[config.mk]
export PLATFORM = sky130hd
export DESIGN_NAME = fb_line_writer
export DESIGN_NICKNAME = d
export VERILOG_FILES = /design/src/rtl/fb_pkg.sv /design/src/rtl/fb_addr_calc.sv /design/src/rtl/fb_line_writer.sv
export SDC_FILE = /design/constraint.sdc
export NUM_CORES = 1
export LEC_CHECK = 0
export ABC_AREA = 1
export BUFFER_PORTS_ARGS = -buffer_cell sky130_fd_sc_hd__clkbuf_2
export CORE_AREA = 8 8 192 175
export DETAILED_ROUTE_END_ITERATION = 10
export DIE_AREA = 0 0 200 183
export PLACE_DENSITY_LB_ADDON = 0.1
export SLEW_MARGIN = 15
export SYNTH_ARGS = -nofsm -noshare
export SYNTH_HDL_FRONTEND = slang
export SYNTH_SLANG_ARGS = --single-unit
[constraint.sdc]
create_clock -name clk -period 5.55 [get_ports clk]
set_input_delay 0.2775 -clock clk [delete_from_list [all_inputs] [get_ports clk]]
set_output_delay 0.2775 -clock clk [all_outputs]
set_load 0.02 [all_outputs]
[src/rtl/fb_pkg.sv]
// fb_pkg: shared framebuffer geometry, line-writer state encoding and the
// latched line-command record. Imported by fb_addr_calc and fb_line_writer.
package fb_pkg;

    localparam int unsigned FB_WIDTH   = 640;
    localparam int unsigned FB_HEIGHT  = 480;
    localparam int unsigned FB_ADDR_W  = 19;
    localparam int unsigned FB_COLOR_W = 4;
    localparam int unsigned FB_X_W     = 10;
    localparam int unsigned FB_Y_W     = 9;

    typedef enum logic [2:0] {
        IDLE,
        SETUP,
        DRAW,
        FLUSH,
        WAIT_SWAP
    } fb_state_e;

    typedef struct packed {
        logic [FB_X_W-1:0]     x0;
        logic [FB_X_W-1:0]     x1;
        logic [FB_Y_W-1:0]     y0;
        logic [FB_Y_W-1:0]     y1;
        logic [FB_COLOR_W-1:0] color;
    } fb_line_cmd_t;

    function automatic logic [FB_X_W-1:0] abs_diff(input logic [FB_X_W-1:0] a,
                                                   input logic [FB_X_W-1:0] b);
        return (a >= b) ? (a - b) : (b - a);
    endfunction

endpackage

[src/rtl/fb_addr_calc.sv]
// fb_addr_calc: linear framebuffer address from (row, col) as row*640 + col,
// built from two shifts and adds. Shared by the write path and the read side.
//   row_i  : pixel row (9 bits)
//   col_i  : pixel column (10 bits)
//   addr_o : 19-bit address, truncated
module fb_addr_calc
    import fb_pkg::*;
(
    input  logic [FB_Y_W-1:0]    row_i,
    input  logic [FB_X_W-1:0]    col_i,
    output logic [FB_ADDR_W-1:0] addr_o
);

    logic [FB_ADDR_W-1:0] row_w;

    assign row_w  = FB_ADDR_W'(row_i);
    assign addr_o = (row_w << 9) + (row_w << 7) + FB_ADDR_W'(col_i);

endmodule

[src/rtl/fb_line_writer.sv]
// fb_line_writer: Bresenham line rasteriser writing one pixel per cycle into
// the framebuffer, plus end-of-frame handshake (done pulse, wait for fb_ready).
//   clk, rst            : clock, asynchronous active-high reset
//   cmd_valid/cmd_ready : command handshake (ready only in IDLE)
//   cmd_x0/x1, cmd_y0/y1, cmd_color, cmd_eof : line command / end of frame
//   fb_ready            : buffer-swap-complete pulse (observed in WAIT_SWAP)
//   w_addr, en_w, color_out : registered pixel write port
//   done, busy          : frame-complete pulse, not-idle status
// Build option: FB_LINE_CLIP_EN suppresses en_w for off-screen pixels while
// keeping the one-cycle-per-pixel timing.
module fb_line_writer
    import fb_pkg::*;
(
    input  logic                  clk,
    input  logic                  rst,
    input  logic                  cmd_valid,
    output logic                  cmd_ready,
    input  logic [FB_X_W-1:0]     cmd_x0,
    input  logic [FB_X_W-1:0]     cmd_x1,
    input  logic [FB_Y_W-1:0]     cmd_y0,
    input  logic [FB_Y_W-1:0]     cmd_y1,
    input  logic [FB_COLOR_W-1:0] cmd_color,
    input  logic                  cmd_eof,
    input  logic                  fb_ready,
    output logic [FB_ADDR_W-1:0]  w_addr,
    output logic                  en_w,
    output logic [FB_COLOR_W-1:0] color_out,
    output logic                  done,
    output logic                  busy
);

    fb_state_e             state_q, state_d;
    fb_line_cmd_t          cmd_q, cmd_d;
    logic [FB_X_W-1:0]     x_q, x_d;
    logic [FB_Y_W-1:0]     y_q, y_d;
    logic signed [11:0]    dx_q, dx_d, dy_q, dy_d, err_q, err_d;
    logic                  sx_neg_q, sx_neg_d, sy_neg_q, sy_neg_d;
    logic                  last_q, last_d;
    logic                  en_w_q, en_w_d, done_q, done_d;
    logic [FB_ADDR_W-1:0]  w_addr_q, w_addr_d;
    logic [FB_COLOR_W-1:0] color_q, color_d;
    logic [FB_ADDR_W-1:0]  pix_addr;
    logic signed [12:0]    e2, dx13, dy13;

    fb_addr_calc u_addr (
        .row_i  (y_q),
        .col_i  (x_q),
        .addr_o (pix_addr)
    );

    assign cmd_ready = (state_q == IDLE);
    assign busy      = (state_q != IDLE);
    assign en_w      = en_w_q;
    assign done      = done_q;
    assign w_addr    = w_addr_q;
    assign color_out = color_q;

    // Bresenham decisions use 2*err of the pre-step error term.
    assign e2   = {err_q, 1'b0};
    assign dx13 = {dx_q[11], dx_q};
    assign dy13 = {dy_q[11], dy_q};

    always_comb begin
        state_d  = state_q;
        cmd_d    = cmd_q;
        x_d      = x_q;
        y_d      = y_q;
        dx_d     = dx_q;
        dy_d     = dy_q;
        err_d    = err_q;
        sx_neg_d = sx_neg_q;
        sy_neg_d = sy_neg_q;
        last_d   = last_q;
        en_w_d   = 1'b0;
        done_d   = 1'b0;
        w_addr_d = w_addr_q;
        color_d  = color_q;
        case (state_q)
            IDLE: begin
                if (cmd_valid) begin
                    if (cmd_eof) begin
                        state_d = FLUSH;
                        done_d  = 1'b1;
                    end else begin
                        cmd_d   = '{x0: cmd_x0, x1: cmd_x1, y0: cmd_y0,
                                    y1: cmd_y1, color: cmd_color};
                        state_d = SETUP;
                    end
                end
            end
            SETUP: begin
                x_d      = cmd_q.x0;
                y_d      = cmd_q.y0;
                sx_neg_d = (cmd_q.x1 < cmd_q.x0);
                sy_neg_d = (cmd_q.y1 < cmd_q.y0);
                dx_d     = 12'(abs_diff(cmd_q.x1, cmd_q.x0));
                dy_d     = -12'(abs_diff(FB_X_W'(cmd_q.y1), FB_X_W'(cmd_q.y0)));
                err_d    = dx_d + dy_d;
                last_d   = 1'b0;
                state_d  = DRAW;
            end
            DRAW: begin
                // The final pixel is emitted on the edge that sets last_q; the
                // extra DRAW cycle keeps cmd_ready low while that pixel is out.
                if (last_q) begin
                    state_d = IDLE;
                end else begin
`ifdef FB_LINE_CLIP_EN
                    en_w_d = (x_q < FB_X_W'(FB_WIDTH)) && (y_q < FB_Y_W'(FB_HEIGHT));
`else
                    en_w_d = 1'b1;
`endif
                    w_addr_d = pix_addr;
                    color_d  = cmd_q.color;
                    if ((x_q == cmd_q.x1) && (y_q == cmd_q.y1)) begin
                        last_d = 1'b1;
                    end else begin
                        if (e2 >= dy13) begin
                            err_d = err_d + dy_q;
                            x_d   = sx_neg_q ? (x_q - 1'b1) : (x_q + 1'b1);
                        end
                        if (e2 <= dx13) begin
                            err_d = err_d + dx_q;
                            y_d   = sy_neg_q ? (y_q - 1'b1) : (y_q + 1'b1);
                        end
                    end
                end
            end
            FLUSH:     state_d = WAIT_SWAP;
            WAIT_SWAP: if (fb_ready) state_d = IDLE;
            default:   state_d = IDLE;
        endcase
    end

    always_ff @(posedge clk or posedge rst) begin
        if (rst) begin
            state_q  <= IDLE;
            cmd_q    <= '0;
            x_q      <= '0;
            y_q      <= '0;
            dx_q     <= '0;
            dy_q     <= '0;
            err_q    <= '0;
            sx_neg_q <= 1'b0;
            sy_neg_q <= 1'b0;
            last_q   <= 1'b0;
            en_w_q   <= 1'b0;
            done_q   <= 1'b0;
            w_addr_q <= '0;
            color_q  <= '0;
        end else begin
            state_q  <= state_d;
            cmd_q    <= cmd_d;
            x_q      <= x_d;
            y_q      <= y_d;
            dx_q     <= dx_d;
            dy_q     <= dy_d;
            err_q    <= err_d;
            sx_neg_q <= sx_neg_d;
            sy_neg_q <= sy_neg_d;
            last_q   <= last_d;
            en_w_q   <= en_w_d;
            done_q   <= done_d;
            w_addr_q <= w_addr_d;
            color_q  <= color_d;
        end
    end

endmodule

==> metrics <==
postcts setup bufs 0; Antenna Cells 0; Syn. warnings 0; most frequent cell on the critical path nand2_1; # setup viols final 0; core area between 30000 and 40000 um2; hold path startpoint cmd_x1[9]; clk_lat worst skew 440 ps; crit share post-route between 80% and 90%; EDFF count, synth 0; RePlAce Congestion 0.841; vias per inst 4.86; capturing point of the worst reg2reg path err_q[10]$_DFFE_PP0P_; initial core utilization 34.3%; Total Routed Length 30600 um; Clk pin slew, worst setup/hold paths 70 ps; IO Count 74; hold depth 2; Slew Limit Fails 0; data required time at the worst endpoint approximately 5900 ps; Row Count 61; Area Growth Syn to Fin 13.1%; Worst-Margin Slew 1090 ps; Final min period 4570 ps; Setup CP Type reg -> reg; initial drt markers 569; hold path endpoint cmd_q[31]$_DFFE_PP0P_; Post-Route Utilization approximately 39%; initial antenna violation count 0; clk buf depth 2; post-synthesis cell count about 1400; Synth Register Bits roughly 130; Max FO, Critical Path 15; Num CTS Buffers 17; CP startpoint kind flop; synthesized cell area 10400 um2; Post-Route Setup TNS 0 ps; # clock sinks about 130; fin nets ~1600; Post-DP HPWL 23900 um; first-pass GRT wire length 50300 um; outcome completed; post-CTS sizing 0; Netlist cell types 55; reg2reg path depth 28; Max stage delay cell, worst path fa_1; async set-reset flop share out of synthesis 100%; Residual DRC 0; fmax 219 MHz; # hold bufs at CTS 1; most common cell after layout, fill and taps aside nand2_1; Slew headroom 27.1%; Main synth FF type dfrtp_1; die area 36600 um2; CTS tree built; IO Port Bufs 73; RSZ-0062 raised after global routing no; Syn Nets 1555; most frequent cells in the layout nand2_1 (259), inv_1 (187), dfrtp_1 (126); vias in the first global route about 9200; die width approximately 200 um; Clock Skew 12.4 ps; layout cells sized above 1 11.9%; # Max-Cap Violations 0; reg2reg start cmd_q[22]$_DFFE_PP0P_; total track usage 17.6%; CP endpoint kind flop; Fin. Hold Viols 0; wire per inst between 15 and 20 um; H-tree levels 4; worst hold-check path type in -> reg; CP max stage delay approximately 520 ps; DR vias slightly above 9000; DR pass1 iterations 5; Seq/Total Area, Yosys 30.2%; Post-Syn Area per Cell roughly 7.6 um2; CTS root buffer clkbuf_16; total gr overflow 0; Routed Antenna Nets 0; Crit path arrival time 4890 ps; R2R setup slack 980 ps; Die Y-Extent roughly 180 um; largest net degree at the start of global routing 76
worst max path at each step:
stage	start	endpoint	slack [ps]	cells past startpoint
global placement	cmd_q[4]$_DFFE_PP0P_	err_q[11]$_DFFE_PP0P_	1080	32
CTS	cmd_q[4]$_DFFE_PP0P_	err_q[10]$_DFFE_PP0P_	960	30
finish	cmd_q[22]$_DFFE_PP0P_	err_q[10]$_DFFE_PP0P_	980	28
floorplan	cmd_q[4]$_DFFE_PP0P_	err_q[10]$_DFFE_PP0P_	1520	31
global route	cmd_q[22]$_DFFE_PP0P_	err_q[10]$_DFFE_PP0P_	430	28
detailed placement	cmd_q[4]$_DFFE_PP0P_	err_q[10]$_DFFE_PP0P_	1000	30
cell usage after synthesis, drive strengths merged (13+ instances only):
library cell,n,area share (%)
ha,122,15
xnor2,24,2.0
nand2,282,11
clkbuf,26,0.93
a21oi,124,6.1
nor2,122,4.8
inv,195,7.0
nor3,13,0.67
nand3,63,3.5
o21ai,122,5.9
xor2,43,3.6
dfrtp,126,30
o211ai,14,1.0
layout make-up:
cell class | count | area [um2]
clock inverter | 14 | 145
tap | 409 | 512
inverter | 195 | 739
fill | 3188 | 18600
multi-input combinational | 1018 | 6370
sequential | 126 | 3150
timing repair buffer | 83 | 443
clock buffer | 18 | 439
cell families after synthesis:
logic type               share of synthesized area, %
AO/OA/AOI/OAI                                    16.1
XOR/XNOR                                         5.62
flip-flops                                       30.2
adder cells (fa/ha/maj)                          16.7
multiplexers                                    0.408
buffers and inverters                            8.79
AND/OR/NAND/NOR                                  22.1
sequential cells by signal (all words and copies together) (netlist names):
register and cells:
y_q 9, dx_q 10, state_q 3, sx_neg_q 1
sy_neg_q 1, en_w 1, x_q 10, cmd_q 42
last_q 1, done 1, dy_q 12, err_q 12
w_addr 19, color_out 4
metal layers:
| metal | global-route usage, % | up-vias | wire (um) |
|---|---|---|---|
| met3 | 3.46 | 18 | 1130 |
| li1 | - | 4666 | - |
| met1 | 24.3 | 4218 | 15300 |
| met4 | 4.47 | 0 | 359 |
| met2 | 27.6 | 148 | 13900 |
| met5 | 0 | - | 0 |
per-stage QoR:
step	hold slack, ps	area [um2]	setup WS [ps]	instances
3_5_place_dp	459	11200	1000	1830
2_1_floorplan	377	10400	1520	1375
5_1_grt	44.7	11800	434	1863
6_report	64.6	11800	978	1863
3_3_place_gp	454	11200	1080	1830
4_1_cts	38.1	11800	965	1863
critical path, delay by kind of cell (launching register included):
kind	cells	cell delay, ps
AND/OR/NAND/NOR	13	1530
adder cells (fa/ha/maj)	3	1090
AO/OA/AOI/OAI	8	950
buffers and inverters	4	490
flip-flops	1	400
Power is not shown: default switching activity piles up to over one toggle a cycle in this logic, so the estimate is an artifact.
